[src/rtl/ram_arbiter.sv]
// ram_arbiter: round-robin share of a single-port synchronous RAM between CPU (m0) and loader (m1).
// Define ARB_FIXED_PRIO_EN to make m0 win every tie instead of alternating.
module ram_arbiter #(
    parameter int ADDR_W = 9,
    parameter int DATA_W = 16
) (
    input  logic              clk,
    input  logic              rst_n,
    input  logic              m0_req,
    input  logic              m0_we,
    input  logic [ADDR_W-1:0] m0_addr,
    input  logic [DATA_W-1:0] m0_wdata,
    output logic              m0_gnt,
    output logic              m0_rvalid,
    output logic [DATA_W-1:0] m0_rdata,
    input  logic              m1_req,
    input  logic              m1_we,
    input  logic [ADDR_W-1:0] m1_addr,
    input  logic [DATA_W-1:0] m1_wdata,
    output logic              m1_gnt,
    output logic              m1_rvalid,
    output logic [DATA_W-1:0] m1_rdata,
    output logic [ADDR_W-1:0] ram_addr,
    output logic [1:0]        ram_cmd,
    output logic [DATA_W-1:0] ram_w_data,
    input  logic [DATA_W-1:0] ram_r_data,
    output logic              busy
);
    localparam logic [1:0] IDLE = 2'd0, ISSUE_M0 = 2'd1, ISSUE_M1 = 2'd2;
    localparam logic [1:0] CMD_IDLE = 2'b00, CMD_RD = 2'b01, CMD_WR = 2'b10;

    logic [1:0] state, state_nxt;
    logic       elig0, elig1, pick1, sel_we, rd_pending, rd_owner;

    // A requester that was granted last cycle still shows req; masking it avoids a double issue
    assign elig0 = m0_req & ~m0_gnt;
    assign elig1 = m1_req & ~m1_gnt;
`ifdef ARB_FIXED_PRIO_EN
    assign pick1 = elig1 & ~elig0;
`else
    logic last_winner;
    assign pick1 = elig1 & (~elig0 | ~last_winner);
`endif
    assign sel_we    = pick1 ? m1_we : m0_we;
    assign state_nxt = (elig0 | elig1) ? (pick1 ? ISSUE_M1 : ISSUE_M0) : IDLE;

    assign m0_gnt    = state == ISSUE_M0;
    assign m1_gnt    = state == ISSUE_M1;
    assign busy      = ram_cmd != CMD_IDLE;
    assign m0_rvalid = rd_pending & ~rd_owner;
    assign m1_rvalid = rd_pending & rd_owner;
    assign m0_rdata  = m0_rvalid ? ram_r_data : '0;
    assign m1_rdata  = m1_rvalid ? ram_r_data : '0;

    always_ff @(posedge clk or negedge rst_n) begin
        if (!rst_n) begin
            state      <= IDLE;
            ram_addr   <= '0;
            ram_cmd    <= CMD_IDLE;
            ram_w_data <= '0;
            rd_pending <= 1'b0;
            rd_owner   <= 1'b0;
        end else begin
            state      <= state_nxt;
            ram_cmd    <= (state_nxt == IDLE) ? CMD_IDLE : (sel_we ? CMD_WR : CMD_RD);
            // The RAM returns data one cycle after the read command, so one tracking slot suffices
            rd_pending <= ram_cmd == CMD_RD;
            rd_owner   <= m1_gnt;
            if (state_nxt != IDLE) begin
                ram_addr <= pick1 ? m1_addr : m0_addr;
                if (sel_we) ram_w_data <= pick1 ? m1_wdata : m0_wdata;
            end
        end
    end

`ifndef ARB_FIXED_PRIO_EN
    always_ff @(posedge clk or negedge rst_n) begin
        if (!rst_n) last_winner <= 1'b1;
        else if (state_nxt != IDLE) last_winner <= pick1;
    end
`endif
endmodule

[config.mk]
export PLATFORM = sky130hd
export DESIGN_NAME = ram_arbiter
export DESIGN_NICKNAME = d
export VERILOG_FILES = /design/src/rtl/ram_arbiter.sv
export SDC_FILE = /design/constraint.sdc
export NUM_CORES = 1
export LEC_CHECK = 0
export BUFFER_PORTS_ARGS = -buffer_cell sky130_fd_sc_hd__clkbuf_2
export CORE_MARGIN = 2
export CORE_UTILIZATION = 30
export DETAILED_ROUTE_END_ITERATION = 10
export SYNTH_ARGS = -nofsm -noshare
export SYNTH_HDL_FRONTEND = slang
export SYNTH_SLANG_ARGS = --single-unit
[constraint.sdc]
create_clock -name clk -period 2.08 [get_ports clk]
set_clock_uncertainty 0.05 [all_clocks]
set_input_delay 0.208 -clock clk [delete_from_list [all_inputs] [get_ports clk]]
set_output_delay 0.208 -clock clk [all_outputs]
set_load 0.01 [all_outputs]
==> results.yml <==
run_status:
  status: "finished clean"
setup_path:
  critPathLaunchType: "register"
  crit_type: "reg2reg"
  cp.required_ps: 2190
  critPathMaxFanout: 18
  worstSetupEndpointType: "register"
  worstPathArrival_ps: 1870
clocking:
  cts.repair.resized: 0
  htree_levels: 2
  cts-root-buf: "clkbuf_8"
  cts_buffer_depth: 2
  cts_inserted_buffers: 5
  clkSinkCount: 32
  clk_latency_ps: 270
  cts_tree: "yes"
  clk_pin_slew_ps: 60
power:
  p_clk_share_pct: 18.7
  seqPwrFrac_pct: 41.7
  switching_power_mw: 0.8287
  p_sw_share_pct: 35.00
  power.static_leakage_nw: 1.353
  ir_drop_uv: 420.7
  power.density_nw_per_um2: 942.0
  internal_power_mw: 1.539
  pwr-share-comb_pct: 39.6
synthesis:
  ys_warn_count: 0
  synthTopCellsByArea: "dfrtp_1 46%, o221a_1 8.6%, and2_1 6.6%"
  synth_area_um2: 1698
  yosysSeqAreaShare_pct: 47.24
  synth_area_per_cell_um2: 11.32
  synth_nets: 222
  synth-seq-cells: 32
  synthCells: 150
  synth_top_area_share_pct: 45.69
  yosys.area.top_type: "dfrtp_1"
  ys_types: 31
floorplanning:
  die_x_um: 79.23
  fp.dieH_um: 79.23
  core_um2: 5473
  rows: 27
  ios: 136
  initial_utilization_pct: 31.02
  die_area_um2: 6277
sta:
  fin_crit_sh_pct: 84.73
  slew_headroom_pct: 47.04
  tightest_slew_ps: 794.3
  finalSetupViolations: 0
  max_freq_ghz: 0.5674
  drv_slew: 0
  fin_setup_tns_ps: 0
  period_needed_ps: 1762
  finalHoldViolCount: 0
  rsz0062_at_grt: "false"
grt:
  grt_pass1_vias: 1620
  grtUsageTotal_pct: 15.52
  grt_overflow: 0
  grt_first_pass_wirelength_um: 7652
  grt_max_degree: 33
  antenna_found_initial: 0
run:
  maxCapViolations: 0
finish:
  num_antenna_cells: 0
  post-route-util_pct: 45.93
  synthToLayoutAreaGrowth_pct: 48.05
  drive_gt1_share_pct: 53.82
  final_nets: 359
  nFillCells: 543
route:
  drtIter0Drc: 46
  drc: 0
  drtAntennaViolNets: 0
  wl_per_cell_um: 13.46
  via_count: 1692
  drtPass1Iterations: 4
  routed_wirelength_um: 4844
  viasPerCell: 4.700
placement:
  place_hpwl_um: 3862
  port_buffers: 135
  globalplace.congestion: 0.7730
worst_hold_path:
  min_path_type: "in2reg"
-- worst paths after layout --
kind / startpoint / to / slack, ps / cells past startpoint
worst max-delay path: last_winner / ram_w_data[3] / 320 / 5
worst min-delay path: m0_we / ram_cmd[0] / 100 / 2
worst max register to register: last_winner / ram_w_data[3] / 320 / 5
worst min register to register: ram_cmd[1] / rd_pending / 440 / 1
max in group asynchronous: rst_n / ram_w_data[2] / 980 / 2
min in group asynchronous: rst_n / ram_w_data[7] / 500 / 2
-- worst max-delay path, stage by stage (launching register included) --
cell     delay [ps]
dfstp_2         560
and3b_4         210
o22ai_4         150
a31o_1          220
buf_4           190
o221a_2         260
-- sequential cells by signal, summed over array words and instances, names as in the netlist --
register and flops:
ram_w_data 16, state 2, ram_cmd 2, last_winner 1
rd_owner 1, ram_addr 9, rd_pending 1
-- placed cells by master (no fill, tap or decap), drive strengths merged, types with 9 or more instances in the layout --
| cell | netlist | routed |
|---|---|---|
| a221o | 9 | 9 |
| and2 | 18 | 18 |
| and3 | 16 | 16 |
| clkbuf | 3 | 142 |
| dfrtp | 31 | 31 |
| nand2b | 9 | 9 |
| o21a | 9 | 9 |
| o221a | 16 | 16 |
| or2b | 9 | 9 |
-- layer usage --
layer | vias to the layer above | global-route usage [%] | part of all wire [%]
met5 | - | 0 | 0
met3 | 7 | 3.864 | 7.5
met4 | 0 | 4.655 | 1.1
met2 | 77 | 26.19 | 48
li1 | 834 | - | -
met1 | 774 | 19.58 | 43
-- metrics by stage --
stage	instance area, um^2	hold WS (ps)	instances	power, mW	setup WS, ps
3_3_place_gp	2422	283.7	351	1.942	356.0
3_5_place_dp	2422	286.7	351	1.947	326.1
4_1_cts	2514	78.75	360	2.407	308.0
2_1_floorplan	1698	-137.6	150	1.528	446.7
5_1_grt	2514	77.28	360	2.543	181.0
6_report	2514	96.55	360	2.368	317.7
-- cell families after synthesis --
kind of cell           synth area share (%)
and+or+nand+nor                       24.10
AOI/OAI and AO/OA                     24.24
DFF                                   47.24
buffers and inverters                 4.421
-- repair_timing --
| item | 4_1_cts | 5_1_grt |
|---|---|---|
| buffers inserted | 0 | 0 |
| hold endpoints to repair | 31 | 0 |
| hold buffers | 1 | 0 |
-- final cells by class --
class / instances / area (um^2) / area share [%]
multi-input combinational: 106 / 820.8 / 32.65
inverter: 3 / 11.26 / 0.4480
timing repair buffer: 139 / 708.2 / 28.17
tap: 72 / 90.09 / 3.584
clock buffer: 7 / 76.32 / 3.036
sequential: 32 / 802.0 / 31.91
clock inverter: 1 / 5.005 / 0.1991
-- power by group through the flow --
| stage | Clock (mW) | Combinational, mW | Sequential (mW) |
|---|---|---|---|
| after floorplan | 0 | 0.487 | 1.04 |
| after global placement | 0 | 0.942 | 1.00 |
| after detailed placement | 0 | 0.955 | 0.992 |
| after CTS | 0.465 | 0.954 | 0.988 |
| after global routing | 0.498 | 1.03 | 1.02 |
| final | 0.444 | 0.938 | 0.987 |
-- Yosys cell counts (all sizes together) --
| cell type | n |
|---|---|
| dfrtp | 31 |
| and2 | 18 |
| and3 | 16 |
| o221a | 16 |
| a221o | 9 |
| nand2b | 9 |
| o21a | 9 |
| or2b | 9 |
| buf | 6 |
| a21oi | 3 |
| clkbuf | 3 |
| inv | 3 |
| nor2b | 3 |
| nand2 | 2 |
| o21ai | 2 |
| a21bo | 1 |
| a31o | 1 |
| a31oi | 1 |
| and3b | 1 |
| dfstp | 1 |
| nand3 | 1 |
| nand3b | 1 |
| nor2 | 1 |
| o22ai | 1 |
| or2 | 1 |
| or3 | 1 |
Note: power is estimated with default switching activity, not from simulation.
